[src/rtl/serial_flow_adder.sv]
// serial_flow_adder: LANES independent bit-serial adders sharing one frame
// protocol. Each frame is WIDTH beats, LSB first, opened by sof. Each beat
// produces a registered serial sum bit one cycle later. The completed
// parallel sum and per-lane overflow flags are published with the final bit.
//
// Configuration macro: SFA_SIGNED_OVF_EN
//   undefined : overflw = unsigned carry out of bit WIDTH-1
//   defined   : overflw = two's-complement overflow (carry into MSB ^ carry out)
module serial_flow_adder #(
  parameter int WIDTH = 8,
  parameter int LANES = 2
) (
  input  logic                     clock,
  input  logic                     reset,
  input  logic                     in_valid,
  input  logic                     sof,
  input  logic [LANES-1:0]         line1,
  input  logic [LANES-1:0]         line2,
  output logic [LANES-1:0]         outp,
  output logic                     out_valid,
  output logic                     eof,
  output logic [LANES*WIDTH-1:0]   sum,
  output logic                     sum_valid,
  output logic [LANES-1:0]         overflw,
  output logic                     err
);

  localparam int IDX_W = $clog2(WIDTH);
  localparam logic [IDX_W-1:0] LAST_IDX = IDX_W'(WIDTH - 1);

  typedef enum logic {IDLE, RUN} state_t;

  state_t                   state;
  logic [IDX_W-1:0]         bit_idx;
  logic [LANES-1:0]         carry;
  logic [LANES*WIDTH-1:0]   partial;

  logic                     start;
  logic                     process;
  logic                     proto_err;
  logic                     is_last;
  logic [IDX_W-1:0]         idx_cur;
  logic [LANES-1:0]         cin_vec;
  logic [LANES-1:0]         s_vec;
  logic [LANES-1:0]         c_vec;
  logic [LANES-1:0]         ovf_vec;
  logic [LANES*WIDTH-1:0]   next_partial;

  // Beat decode and one full-adder step per lane for the bit being processed.
  always_comb begin
    // NOTE: every output of this block is given a default first, so no path
    // can leave a value unassigned and infer a latch.
    start        = in_valid & sof;
    process      = in_valid & (sof | (state == RUN));
    proto_err    = in_valid & (sof ? (state == RUN) : (state == IDLE));
    idx_cur      = start ? '0 : bit_idx;
    is_last      = (idx_cur == LAST_IDX);
    cin_vec      = start ? '0 : carry;
    s_vec        = line1 ^ line2 ^ cin_vec;
    c_vec        = (line1 & line2) | (line1 & cin_vec) | (line2 & cin_vec);
    next_partial = partial;
    for (int k = 0; k < LANES; k++) begin
      for (int i = 0; i < WIDTH; i++) begin
        if (idx_cur == IDX_W'(i)) next_partial[k*WIDTH + i] = s_vec[k];
      end
    end
`ifdef SFA_SIGNED_OVF_EN
    ovf_vec = cin_vec ^ c_vec;
`else
    ovf_vec = c_vec;
`endif
  end

  // Frame FSM, carry chain and all registered outputs.
  always_ff @(posedge clock) begin
    // NOTE: sequential state uses non-blocking assignments so every register
    // samples pre-edge values regardless of statement order.
    if (reset) begin
      state     <= IDLE;
      bit_idx   <= '0;
      carry     <= '0;
      outp      <= '0;
      out_valid <= 1'b0;
      eof       <= 1'b0;
      sum       <= '0;
      sum_valid <= 1'b0;
      overflw   <= '0;
      err       <= 1'b0;
    end else begin
      out_valid <= 1'b0;
      eof       <= 1'b0;
      sum_valid <= 1'b0;
      err       <= proto_err;
      if (process) begin
        outp      <= s_vec;
        out_valid <= 1'b1;
        eof       <= is_last;
        if (is_last) begin
          state     <= IDLE;
          bit_idx   <= '0;
          carry     <= '0;
          sum       <= next_partial;
          sum_valid <= 1'b1;
          overflw   <= ovf_vec;
        end else begin
          state   <= RUN;
          bit_idx <= idx_cur + IDX_W'(1);
          carry   <= c_vec;
        end
      end
    end
  end

  // Partial-sum accumulator for the open frame.
  always_ff @(posedge clock) begin
    // NOTE: no reset here on purpose: every bit is rewritten during a frame
    // before it can reach sum, so stale contents are never observable.
    if (process) partial <= next_partial;
  end

endmodule

[config.mk]
export PLATFORM = sky130hd
export DESIGN_NAME = serial_flow_adder
export DESIGN_NICKNAME = d
export VERILOG_FILES = /design/src/rtl/serial_flow_adder.sv
export SDC_FILE = /design/constraint.sdc
export NUM_CORES = 1
export LEC_CHECK = 0
export BUFFER_PORTS_ARGS = -buffer_cell sky130_fd_sc_hd__clkbuf_2
export CORE_AREA = 4 4 89 91
export DETAILED_ROUTE_END_ITERATION = 10
export DIE_AREA = 0 0 93 95
export SLEW_MARGIN = 10
export SYNTH_ARGS = -nofsm -noshare
export SYNTH_HDL_FRONTEND = slang
export SYNTH_SLANG_ARGS = --single-unit
[constraint.sdc]
create_clock -name clock -period 1.9 [get_ports clock]
set_input_delay 0.19 -clock clock [delete_from_list [all_inputs] [get_ports clock]]
set_output_delay 0.19 -clock clock [all_outputs]
set_load 0.02 [all_outputs]
# After elaboration in Yosys (flattened, before gate mapping)
# Index checks and enable logic that the tools add are counted.
# totals
reg_bits	46
inputBits	8
output_inout_bits	24
word_cells	59
# op_classes
addsub	1
n_eq_ne	7
n_mux	24
bitwise_logic	13
reduce_logical	3
# ops
cell	count
$mux W1	20
$eq A3 B3 Y1 const B	4
$and A2 B2 Y2	3
$eq A3 B2 Y1 const B	2
$mux W3	2
$mux W2	2
$or A2 B2 Y2	2
$xor A2 B2 Y2	2
$add A3 B1 Y3 const B	1
$and A1 B1 Y1	3
$eq A3 B1 Y1 const B	1
$logic_not A3 Y1	1
$not A1 Y1	2
$reduce_and A2 Y1	1
$reduce_or A2 Y1	1
$or A1 B1 Y1	1

# Logic depth before layout (Yosys ltp)
# Gate-level depths: netlist of the first run.
# logic_depth
depth_word	6
ltp_mapped	9
mapped_depth_nobuf	8

# Least setup slack after synthesis of the first run
# Ideal clock, no wire load.
# synth_path
kind	register to register
startpoint	reg bit_idx[2]
endpoint	reg sum[12]
setup_time_ns	0.088
t_arrival_ns	1.656
required_time_ns	1.812
path_slack_ns	0.156
stages_incl_launch_ff	10
n_path_buf	3
period_less_slack_ns	1.744
cell_sequence	dfxtp_1 > a21bo_1 > buf_6 > inv_6 > buf_12 > ha_1 > and3b_1 > buf_2 > nor2_1 > a311oi_2
# synth_between
elab_chain_len	3
elab_cells_between_ends	5
classes_between	eq/ne: 2; mux: 2; reduce/logical: 1
# synth_lines
item	line	source
start, declared	34	logic [IDX_W-1:0] bit_idx;
start signal, assigned	107	bit_idx <= idx_cur + IDX_W'(1);
$mux W3	56	idx_cur = start ? '0 : bit_idx;
$eq A3 B3 Y1	57	is_last = (idx_cur == LAST_IDX);
net is_last	41	logic is_last;
$reduce_and A2 Y1 (no source line)	n/a	
end signal, assigned	102	sum <= next_partial;
end, declared	22	output logic [LANES*WIDTH-1:0] sum,
# The timed path passes the listed nets, and every way through them passes these cells.
# A chain may end at the register's enable or synchronous reset.

# Final worst setup path of the first run
# layout_path
startpoint	reg carry[1]
endpoint	reg partial[15] (data pin)
# layout_between
elab_chain_len	3
# layout_lines
item	line	source
start, declared	35	logic [LANES-1:0] carry;
start signal, assigned	108	carry <= c_vec;
$mux W2	58	cin_vec = start ? '0 : carry;
$xor A2 B2 Y2	59	s_vec = line1 ^ line2 ^ cin_vec;
$mux W1	64	if (idx_cur == IDX_W'(i)) next_partial[k*WIDTH + i] = s_vec[k];
net next_partial[15]	47	logic [LANES*WIDTH-1:0] next_partial;
end signal, assigned	118	if (process) partial <= next_partial;
end, declared	36	logic [LANES*WIDTH-1:0] partial;
# The timed path passes the listed nets, and every way through them passes these cells.

==> metrics list, run 1 <==
- Max frequency: between 500 and 600 MHz
- Slew at the pin closest to its max-slew limit: slightly below 0.5 ns
* Vias in the first global route: about 1,500
* Total area of multi-input combinational cells: about 870 um2
* Data required time at the worst endpoint: between 1.5 and 2 ns
* Die Footprint: roughly 0.0088 mm2
- On the critical path, the stage with the largest delay is an instance of sky130_fd_sc_hd__fa_1.
* Highest fanout seen on the critical path: 8
- Data arrival at the endpoint of the critical path: between 1.5 and 2 ns
- Measured along the x axis, the die boundary spans about 93 um.
- Comb pwr share: roughly a tenth
- Syn avg cell area: 10.55 um2
- After clock tree synthesis, the clock-pin slew on the worst setup and hold paths is 0.08 ns.
* Initial Utilization: between 20 and 30%
- Num ports: 32
* DRC Markers: 0
- Signed area change from the synthesized netlist to the final layout: 18.42%
* Source of the worst register-to-register timing path: carry[1]$_SDFFE_PP0P_
- The floorplan step defined a core boundary enclosing between 0.007 and 0.008 mm2.
* Pin count of the biggest net entering global routing: 31
* Portion of the clock cycle consumed by the worst path in the final layout: between 80 and 90%
- Summed over all layers, the global routing overflow is 0.
* TritonCTS clock tree: done
* Commonest non-fill, non-tap cell in the layout: sky130_fd_sc_hd__clkbuf_2
- For this block, the routed nets add up to between 4000 and 5000 um of wire.
* Power per Cell Area: between 700 and 800 mW/mm2
* Buffers from clock root to sink, at most: 2
- Across the routed clock network, the largest skew measured is 0.008534 ns.
- On the worst path, the slowest cell contributes a delay of 0.51 ns.
* Synth unique cells: 32
* Type of the worst min-delay path: in -> reg
- Clock latency on the worst-skew pair: between 0.2 and 0.3 ns
- Max H-tree Level: 2
- Leaving out fill and tap cells, the most frequent cells in the layout are 31 x sky130_fd_sc_hd__clkbuf_2, 29 x sky130_fd_sc_hd__dfxtp_1, 24 x sky130_fd_sc_hd__nand2_1.
- Cells along the critical path: nand2_1, fa_1, inv_1, nor3_1, nor2_1
- Sequential fraction of the synthesis area: between 50% and 60%
* DPL Wire Length: 3078 um
- STA classifies the critical path endpoint as a register.
* Number of nets with antenna violations after routing: 0
- The clock network burns about a third of the power.
* Slew Limit Fails: 0
* Setup Crit Path Kind: reg -> reg
- Area of the mapped netlist: approximately 0.0021 mm2
- Post-route worst setup slack: 0.1916 ns
* CTS Sinks: 45
* Final net count: roughly 250
* DR iter-0 viols: roughly 100
* Final hold vios: 0
- Leak: around 0.97 nW
* Number of synthesized register bits: 45
- The root buffer cell chosen for the clock tree is sky130_fd_sc_hd__clkbuf_8.
- Status: finished, final reports clean
- Synth warn: 0
- Detailed routing inserted a total of between 1,500 and 2,000 vias.
* Number of port buffers: 31
* # fillers: ~760
- All-layer global routing usage: a little over a tenth
- Minimum period implied by the final worst setup slack: ~1.7 ns
- RSZ-0062 raised after global routing: false
- Switching power share of the total: between 20% and 30%
- Post CTS Setup Buffer Count: 0
- Placement-stage worst setup slack: 0.02496 ns
- The worst pin sits at a relative slew slack of about two thirds.
- Vert. Die Dim: 95 um
- WL/cell: 13.09 um
- Max-cap violations: 0
- Layout cells sized above 1: a little under a third
* Via density: 4.540
* Synth Instances: approximately 200
- Hold Crit Start: sof
* Switching component of the power: 0.0004548 W
* Critical path startpoint: carry[1]$_SDFFE_PP0P_
* Number of antenna violations at the first check in global routing: 0
* Worst vdd ir: 0.2653 mV
- Across the whole layout, storage elements account for 0.001061 mm2.
- GP Congestion: 0.7617
- Total internal power: about 0.0014 W
- The worst setup path is launched from a register.
- Clock buffer count from CTS: 5
- Diode insertion count for antenna repair: 0
* Final-report setup violation count: 0
- The first global-routing pass estimated between 7000 and 8000 um of wire.
* Proportion of power drawn by flip-flops and latches: between 50% and 60%
- FP Rows: 31
* Total Negative Setup Slacks: 0 ns
- DRT Pass-1 Iters: 4
- For this design, the CTS-stage hold fixing added 0 buffers.
- Syn nets: 214
repair_timing:
item,4_1_cts,5_1_grt
setup endpoints to repair,0,2
endpoints found under the hold margin,0,0
resized for setup,0,1
area by class of cell:
| type | count | area share [%] |
|---|---|---|
| flip-flops and latches | 45 | 43.11 |
| multi-input cells | 125 | 35.38 |
| repair buffers | 42 | 10.17 |
| well taps | 99 | 5.033 |
| clock buffers | 8 | 3.660 |
| inverters | 16 | 2.644 |
critical path, delay by kind of cell, from the launching register on:
| family | cells | cell delay [ns] |
|---|---|---|
| flops | 1 | 0.33 |
| buf+inv | 1 | 0.15 |
| simple gates | 3 | 0.47 |
| fa+ha+maj | 1 | 0.51 |
through the flow:
stage / hold WS, ns / instances / instance area, um2 / power, W / util [%]
final: 0.2741 / 335 / 2461 / 0.001853 / 34.48
after global routing: 0.2888 / 335 / 2461 / 0.001938 / 34.48
after CTS: 0.2625 / 335 / 2461 / 0.001874 / 34.48
after detailed placement: 0.4469 / 327 / 2371 / 0.001265 / 33.22
after global placement: 0.4458 / 327 / 2371 / 0.001260 / 33.22
after floorplan: 0.2971 / 197 / 2078 / 0.001198 / -
synth_stat cells:
library cell | instances | area share [%]
sky130_fd_sc_hd__dfxtp_1 | 29 | 28
sky130_fd_sc_hd__inv_1 | 14 | 2.5
sky130_fd_sc_hd__o21ai_2 | 4 | 1.7
sky130_fd_sc_hd__buf_2 | 4 | 0.96
sky130_fd_sc_hd__a311oi_2 | 9 | 6.5
sky130_fd_sc_hd__nor2_1 | 23 | 4.2
sky130_fd_sc_hd__nor3_1 | 4 | 0.96
sky130_fd_sc_hd__o41ai_2 | 3 | 2.3
sky130_fd_sc_hd__buf_6 | 2 | 1.1
sky130_fd_sc_hd__and3b_1 | 1 | 0.42
sky130_fd_sc_hd__edfxtp_1 | 16 | 23
sky130_fd_sc_hd__nand2_1 | 24 | 4.3
sky130_fd_sc_hd__a211oi_1 | 6 | 2.2
sky130_fd_sc_hd__nand2b_1 | 1 | 0.30
sky130_fd_sc_hd__a211o_1 | 1 | 0.42
sky130_fd_sc_hd__nor3b_1 | 1 | 0.36
sky130_fd_sc_hd__a21bo_1 | 1 | 0.48
sky130_fd_sc_hd__o21ai_1 | 4 | 0.96
sky130_fd_sc_hd__inv_6 | 1 | 0.42
sky130_fd_sc_hd__ha_1 | 7 | 4.2
sky130_fd_sc_hd__clkbuf_1 | 3 | 0.54
sky130_fd_sc_hd__nand3b_1 | 4 | 1.4
sky130_fd_sc_hd__a311oi_1 | 4 | 1.7
sky130_fd_sc_hd__buf_12 | 1 | 0.96
sky130_fd_sc_hd__nand3_2 | 5 | 2.4
sky130_fd_sc_hd__or3_1 | 1 | 0.30
sky130_fd_sc_hd__fa_1 | 2 | 1.9
sky130_fd_sc_hd__o21ai_0 | 5 | 1.2
sky130_fd_sc_hd__buf_4 | 1 | 0.36
sky130_fd_sc_hd__nand3_1 | 8 | 1.9
sky130_fd_sc_hd__clkinv_1 | 1 | 0.18
sky130_fd_sc_hd__a21oi_1 | 7 | 1.7
power groups by stage:
stage                     logic, W  registers (W)  clock network, W
final                     0.000192        0.00105          0.000612
after global routing      0.000214        0.00105          0.000671
after CTS                 0.000194        0.00105          0.000631
after detailed placement  0.000193        0.00107                 0
after global placement    0.000189        0.00107                 0
after floorplan           0.000121        0.00108                 0
cell families (layout without fill, tap and decap cells):
kind of cell	Yosys count	count (layout)	share of synthesized area, %
buf+inv	27	66	7.044
compound gates	44	44	19.14
fa+ha+maj	9	9	6.141
simple gates	72	72	16.62
flops	45	45	51.05
per-layer routing:
| metal | global-route usage (%) | part of all wire [%] |
|---|---|---|
| met5 | 0 | 0 |
| met4 | 3.907 | 1.4 |
| met3 | 2.869 | 5.3 |
| met2 | 16.20 | 45 |
| met1 | 14.48 | 48 |
final timing paths:
path	end	slack, ns	cells past startpoint
worst min-delay path	err$_SDFF_PP0_	0.27	4
worst max-delay path	partial[15]$_DFFE_PP_	0.19	5
worst min register to register	bit_idx[2]$_SDFFE_PP0P_	0.46	2
worst max register to register	partial[15]$_DFFE_PP_	0.19	5
flip-flops by register name, summed over array words and instances, names as in the netlist:
| signal | cells |
|---|---|
| outp | 2 |
| err | 1 |
| overflw | 2 |
| bit_idx | 3 |
| state | 1 |
| carry | 2 |
| out_valid | 1 |
| eof | 1 |
| sum | 16 |
| partial | 16 |
No activity file was read; power rests on OpenSTA's default activity.
==> inputs of run 2 (changes only) <==
- CORE_AREA: 4 4 89 91 -> 4 4 69 71
- CTS_BUF_LIST: default -> sky130_fd_sc_hd__clkbuf_8
- DIE_AREA: 0 0 93 95 -> 0 0 73 75
- PLACE_DENSITY: default -> 0.72
==> run 2 against run 1 <==
  * Sequential cell count unchanged
  * Hold slack lost 0.014 ns
  * First-iteration DRC count rose by 15%
  * Largest cell class unchanged
==> metrics list, run 2 (synthesized netlist as in run 1, its figures left out) <==
- The reg-to-reg endpoint is sum[10]$_SDFFE_PP0P_ (was partial[15]$_DFFE_PP_).
- Leading cell types in the layout, fill and taps excluded: 31 x sky130_fd_sc_hd__clkbuf_2, 29 x sky130_fd_sc_hd__dfxtp_1, 24 x sky130_fd_sc_hd__nand2_1 (unchanged).
- Num ports: 32 (unchanged)
- Vert. Die Dim: 75 um (was 95 um)
* Proportion of power drawn by flip-flops and latches: 57.9% (was 56.6%)
* Number of antenna violations at the first check in global routing: 0 (unchanged)
- The total global routing track utilization is 16.76% (was 10.64%).
* Power per Cell Area: 753.1 mW/mm2 (was 752.9 mW/mm2)
- The horizontal die dimension is 73 um (was 93 um).
* Layout cells sized above 1: 30.21% (was 30.08%)
* Clock buffer count from CTS: 5 (unchanged)
- DRC Markers: 0 (unchanged)
* Commonest non-fill, non-tap cell in the layout: sky130_fd_sc_hd__clkbuf_2 (unchanged)
* Max frequency: 587.6 MHz (was 585.3 MHz)
- Final clock skew: 0.004502 ns (was 0.008534 ns)
- The net load switching power came to 0.0004569 W (was 0.0004548 W).
* Comb pwr share: 10.9% (was 10.3%)
- The effective utilization at floorplan came to 49.08% (was 29.12%).
- Worst hold stages: 4 (unchanged)
- Hold Buf Count CTS: 0 (unchanged)
* RSZ-0062 raised after global routing: false (unchanged)
* Hold worst-path end: err$_SDFF_PP0_ (unchanged)
- The per-cell routed wire length came to 14.45 um (was 13.09 um).
- The post-route total power came to 0.001812 W (was 0.001853 W).
* Pin count of the biggest net entering global routing: 31 (unchanged)
- FF-to-FF setup slack: 0.20 ns (was 0.19 ns)
- Leak: 0.9757 nW (was 0.9703 nW)
- # fillers: 377 (was 761)
- The type of the worst min-delay path is in -> reg (unchanged).
* Number of port buffers: 31 (unchanged)
- The weighted congestion reported at the end of routability-driven placement came to 0.7370 (was 0.7617).
* TritonCTS clock tree: done (unchanged)
- Vias after detailed routing: 1,525 (was 1,521)
- The floorplan die area is 0.005475 mm2 (was 0.008835 mm2).
- Setup Crit Path Kind: reg -> reg (unchanged)
- The setup TNS came to 0 ns (unchanged).
- The clock network fraction of total power is 31.2% (was 33.0%).
- The final count of negative-setup-slack endpoints was 0 (unchanged).
* Buffers from clock root to sink, at most: 2 (unchanged)
- The origin of the critical flop-to-flop path is bit_idx[0]$_SDFFE_PP0P_ (was carry[1]$_SDFFE_PP0P_).
- The count of pins over their slew limit was 0 (unchanged).
* Max-cap violations: 0 (unchanged)
- Crit path launch type: register (unchanged)
* Setup crit end kind: register (unchanged)
- Switching power share of the total: 25.22% (was 24.55%)
* Max H-tree Level: 2 (unchanged)
* Max-slew headroom at the worst pin: 53.23% (was 66.88%)
- FP Rows: 24 (was 31)
- The core outline area was 0.004234 mm2 (was 0.007137 mm2).
- Total internal power: 0.001355 W (was 0.001398 W)
- The source-to-sink clock delay at the later pin of the worst-skew pair is 0.30 ns (was 0.29 ns).
* Buffer type at the clock tree root: sky130_fd_sc_hd__clkbuf_8 (unchanged)
- The post-CTS setup buffer count is 0 (unchanged).
* Worst vdd ir: 0.4837 mV (was 0.2653 mV)
- CTS Sinks: 45 (unchanged)
- The depth of the most critical reg-to-reg path is 8 (was 5).
* Number of nets with antenna violations after routing: 0 (unchanged)
- The diode insertion count for antenna repair came to 0 (unchanged).
* Hold Crit Start: sof (unchanged)
- The hold violation count in the final report is 0 (unchanged).
- The aggregate global routing overflow is 0 (unchanged).
- The total half-perimeter wirelength after legalization and detailed placement came to 2839 um (was 3078 um).
- The final clock period utilization by the worst path is 89.57% (was 89.92%).
* Via density: 5.314 (was 4.540)
- First-pass GRT wire length: 7044 um (was 7445 um)
- The clock transition at the register clock pins on the worst setup and hold paths after CTS came to 0.08 ns (about the same).
* Registers with the most flip-flops: partial (16), sum (16), bit_idx (3) (unchanged)
* Total Routed Length: 4146 um (was 4386 um)
- The data required time of the worst path was 2.11 ns (was 1.94 ns).
* Data arrival at the endpoint of the critical path: 1.91 ns (was 1.75 ns)
- The initial detailed-routing violation count is 117 (was 102).
- The final critical delay including setup and external delays is 1.702 ns (was 1.708 ns).
* Vias in the first global route: 1,465 (was 1,489)
- The signed area change from the synthesized netlist to the final layout was 15.77% (was 18.42%).
* DRT Pass-1 Iters: 4 (unchanged)
- Final net count: 251 (was 252)
* Status: finished, final reports clean (unchanged)
- The maximum net fanout on the critical path came to 30 (was 8).
- The actual slew at the worst max-slew pin is 0.7015 ns (was 0.4968 ns).
## run 2: cell count changes in the layout (fill, tap and decap cells not counted), moves of 2 or more
cell,delta
sky130_fd_sc_hd__clkbuf_1,-2
sky130_fd_sc_hd__clkinv_2,+2
sky130_fd_sc_hd__buf_4,-2
sky130_fd_sc_hd__inv_1,+2
## run 2: cell type report
class                           instances  area (um2)  area share (%)
Tap cell                               52       65.06           2.704
Clock buffer                            5       68.82           2.860
Multi-Input combinational cell        125       877.1           36.45
Inverter                               16       65.06           2.704
Sequential cell                        45        1061           44.10
Timing Repair Buffer                   41       255.2           10.61
Clock inverter                          3       13.76          0.5720
## run 2: worst max-delay path by stage
stage / startpoint / depth (start not counted) / to / slack [ns]
after global placement: sof / 7 / partial[14]$_DFFE_PP_ / 0.16
after detailed placement: sof / 10 / sum[10]$_SDFFE_PP0P_ / 0.05
after CTS: bit_idx[0]$_SDFFE_PP0P_ / 8 / sum[10]$_SDFFE_PP0P_ / 0.19
after floorplan: bit_idx[2]$_SDFFE_PP0P_ / 9 / sum[12]$_SDFFE_PP0P_ / 0.16
final: bit_idx[0]$_SDFFE_PP0P_ / 8 / sum[10]$_SDFFE_PP0P_ / 0.20
after global routing: bit_idx[1]$_SDFFE_PP0P_ / 8 / sum[12]$_SDFFE_PP0P_ / 0.05
## run 2: timing repair
action / CTS / global route
gates resized for setup: 0 / 1
setup endpoints to repair: 0 / 1
hold endpoints to repair: 0 / 0
## run 2: power groups by stage
stage | logic [W] | registers, W | clock network (W)
floorplan | 0.000121 | 0.00108 | 0
global placement | 0.000193 | 0.00107 | 0
detailed placement | 0.000196 | 0.00107 | 0
CTS | 0.000197 | 0.00105 | 0.000580
global route | 0.000221 | 0.00105 | 0.000629
finish | 0.000197 | 0.00105 | 0.000566
## run 2: through the flow
step	setup WS, ns	area, um2	utilization (%)	cells	hold slack [ns]
finish	0.1981	2406	56.83	287	0.2606
global route	0.05247	2406	56.83	287	0.2970
CTS	0.1900	2400	56.68	287	0.2549
detailed placement	0.05115	2317	54.73	279	0.4492
global placement	0.1635	2317	54.73	279	0.4392
floorplan	0.1559	2078	-	197	0.2971
## run 2: layer usage
metal | vias up | part of all wire [%] | global-route usage (%)
met5 | - | 0 | 0
met4 | 0 | 1.5 | 5.533
met3 | 6 | 4.5 | 4.673
met2 | 30 | 45 | 25.62
met1 | 716 | 49 | 23.02
li1 | 773 | - | -
## run 2: critical path, stage by stage (launching register included)
cell	delay, ns
sky130_fd_sc_hd__dfxtp_1	0.33
sky130_fd_sc_hd__nand2_1	0.10
sky130_fd_sc_hd__inv_1	0.13
sky130_fd_sc_hd__ha_1	0.16
sky130_fd_sc_hd__ha_1	0.18
sky130_fd_sc_hd__and3b_1	0.21
sky130_fd_sc_hd__buf_12	0.20
sky130_fd_sc_hd__nor2_1	0.07
sky130_fd_sc_hd__a311oi_2	0.23
==> inputs of run 3 (changes only) <==
- CORE_AREA: 4 4 69 71 -> 2 2 67 69
- DIE_AREA: 0 0 73 75 -> 0 0 69 71
==> run 3 against run 2 <==
  * Clock-buffer cell count did not move
  * Fmax decreased by 1.8%
  * Routed wire length decreased by 1.4%
  * Total power up 6.9%
  * Critical endpoint is now sum[9]$_SDFFE_PP0P_
  * First-iteration DRC count fell by 35%
==> metrics list, run 3 (synthesized netlist as in run 1, its figures left out) <==
- Status: finished, final reports clean (unchanged)
- Layout cells sized above 1: 30.08% (was 30.21%)
- The final routed wirelength across all metal layers was 4089 um (was 4146 um).
- The maximum net fanout on the critical path came to 30 (unchanged).
- The sequential cell area came to 0.001061 mm2 (unchanged).
- The setup TNS was 0 ns (unchanged).
- The aggregate global routing overflow is 0 (unchanged).
* DRT Pass-1 Iters: 4 (unchanged)
- The maximum buffer depth of the clock tree is 2 (unchanged).
- Hold Crit Start: in_valid (was sof)
- The number of gates resized after CTS came to 0 (unchanged).
* Critical path startpoint: bit_idx[0]$_SDFFE_PP0P_ (unchanged)
- Die extent in x: 69 um (was 73 um)
* Vias after detailed routing: 1,523 (was 1,525)
- Endpoint of the most critical setup path: sum[9]$_SDFFE_PP0P_ (was sum[10]$_SDFFE_PP0P_)
- Signed area change from the synthesized netlist to the final layout: 16.38% (was 15.77%)
- The final count of negative-setup-slack endpoints was 0 (unchanged).
- TritonCTS clock tree: done (unchanged)
- Num ports: 32 (unchanged)
* Leak: 0.9820 nW (was 0.9757 nW)
- The type of the worst min-delay path is in -> reg (unchanged).
* Crit path launch type: register (unchanged)
* Clock buffer count from CTS: 5 (unchanged)
* Clock latency on the worst-skew pair: 0.30 ns (about the same)
- The depth of the most critical reg-to-reg path was 8 (unchanged).
* Minimum period implied by the final worst setup slack: 1.732 ns (was 1.702 ns)
* Total core area: 0.004204 mm2 (was 0.004234 mm2)
- The commonest non-fill, non-tap cell in the layout was sky130_fd_sc_hd__clkbuf_2 (unchanged).
- The final clock period utilization by the worst path was 91.17% (was 89.57%).
* Number of antenna violations at the first check in global routing: 0 (unchanged)
- The maximum ir drop on the vdd rail was 0.3781 mV (was 0.4837 mV).
* Registers with the most flip-flops: partial (16), sum (16), bit_idx (3) (unchanged)
* Hold Slack: 0.1944 ns (was 0.2606 ns)
* Max-slew headroom at the worst pin: 70.58% (was 53.23%)
* Max frequency: 577.3 MHz (was 587.6 MHz)
- The area of the multi-input gates was 870.8 um2 (was 877.1 um2).
- Hold Buf Count CTS: 0 (unchanged)
- The number of inserted filler cells in the final layout is 385 (was 377).
- CTS Sinks: 45 (unchanged)
- The wire length of the first global-routing pass came to 7369 um (was 7044 um).
- The kind of end point of the critical path is a register (unchanged).
* Setup Crit Path Kind: reg -> reg (unchanged)
- Slew Limit Fails: 0 (unchanged)
- The clock transition at the register clock pins on the worst setup and hold paths after CTS is 0.08 ns (about the same).
- FP Rows: 24 (unchanged)
* DRC Markers: 0 (unchanged)
* Max-cap violations: 0 (unchanged)
* DR iter-0 viols: 76 (was 117)
* Vias in the first global route: 1,495 (was 1,465)
- The arrival time reported for the critical path endpoint came to 1.94 ns (was 1.91 ns).
* GP Congestion: 0.7946 (was 0.7370)
- Leading cell types in the layout, fill and taps excluded: 31 x sky130_fd_sc_hd__clkbuf_2, 29 x sky130_fd_sc_hd__dfxtp_1, 24 x sky130_fd_sc_hd__nand2_1 (unchanged)
- The diode insertion count for antenna repair is 0 (unchanged).
- Die Footprint: 0.004899 mm2 (was 0.005475 mm2)
- Final hold vios: 0 (unchanged)
* All-layer global routing usage: 19.06% (was 16.76%)
- Final clock skew: 0.006072 ns (was 0.004502 ns)
* WL/cell: 14.20 um (was 14.45 um)
* Number of port buffers: 31 (unchanged)
* Number of nets with antenna violations after routing: 0 (unchanged)
- The library cell used as clock root buffer was sky130_fd_sc_hd__clkbuf_8 (unchanged).
- Vert. Die Dim: 71 um (was 75 um)
* Worst hold stages: 2 (was 4)
- Max H-tree Level: 2 (unchanged)
- The cell area after layout is 0.002419 mm2 (was 0.002406 mm2).
- DPL Wire Length: 2807 um (was 2839 um)
* Overall Power: 0.001937 W (was 0.001812 W)
- Final net count: 252 (was 251)
* Source of the worst register-to-register timing path: bit_idx[0]$_SDFFE_PP0P_ (unchanged)
- The effective utilization at floorplan was 49.43% (was 49.08%).
- Placement Cell Area: 0.002312 mm2 (was 0.002317 mm2)
* R2r endpoint: sum[9]$_SDFFE_PP0P_ (was sum[10]$_SDFFE_PP0P_)
- Power per Cell Area: 800.9 mW/mm2 (was 753.1 mW/mm2)
- RSZ-0062 raised after global routing: false (unchanged)
- The actual slew at the worst max-slew pin was 0.4412 ns (was 0.7015 ns).
* Data required time at the worst endpoint: 2.11 ns (about the same)
- FF-to-FF setup slack: 0.17 ns (was 0.20 ns)
- The routed via count divided by cell count came to 5.288 (was 5.314).
- The post-CTS setup buffer count is 0 (unchanged).
- The pin count of the biggest net entering global routing came to 31 (unchanged).
## run 3: changes by cell type in the layout (fill, tap and decap cells not counted), sizes merged
cell / previous run / this run
buf: 10 / 11
bufinv: 0 / 1
clkinv: 3 / 2
## run 3: worst min-delay path by stage
stage and to:
3_5_place_dp carry[0]$_SDFFE_PP0P_, 5_1_grt err$_SDFF_PP0_, 6_report err$_SDFF_PP0_, 2_1_floorplan sum[13]$_SDFFE_PP0P_
3_3_place_gp carry[1]$_SDFFE_PP0P_, 4_1_cts err$_SDFF_PP0_
## run 3: cell type report
type                    instances  area share (%)
well taps                      52           2.690
clock inverters                 3           1.552
flip-flops and latches         45           43.87
repair buffers                 42           10.35
clock buffers                   5           2.845
multi-input cells             125           36.01
inverters                      16           2.690
## run 3: report_power, final
group / switching [W] / leakage [nW] / total [W] / internal (W)
Clock: 0.000313 / 0.0570 / 0.000696 / 0.000383
Combinational: 0.000129 / 0.538 / 0.000192 / 0.0000633
Sequential: 0.0000108 / 0.387 / 0.00105 / 0.00104
Total: 0.000453 / 0.982 / 0.00194 / 0.00148
## run 3: metal layers
metal / share of wire, % / wire length (um) / vias up / global-route usage (%)
li1: - / - / 772 / -
met1: 47 / 1930 / 705 / 25.59
met2: 45 / 1836 / 38 / 28.63
met3: 5.5 / 226 / 8 / 5.556
met4: 2.3 / 95 / 0 / 8.715
met5: 0 / 0 / - / 0
## run 3: through the flow
step	instances	worst slack (ns)	util [%]
CTS	288	0.1190	57.53
detailed placement	280	-0.005793	55.00
global placement	280	0.06606	55.00
finish	288	0.1678	57.53
floorplan	197	0.1559	-
global route	288	0.001794	57.53
## run 3: critical path: stages, from the launching register on
cell and delay [ns]:
sky130_fd_sc_hd__dfxtp_1 0.34, sky130_fd_sc_hd__nand2_1 0.12, sky130_fd_sc_hd__inv_2 0.12, sky130_fd_sc_hd__ha_1 0.15, sky130_fd_sc_hd__ha_1 0.19, sky130_fd_sc_hd__and3b_1 0.22
sky130_fd_sc_hd__buf_12 0.20, sky130_fd_sc_hd__nor2_1 0.05, sky130_fd_sc_hd__a311oi_1 0.24
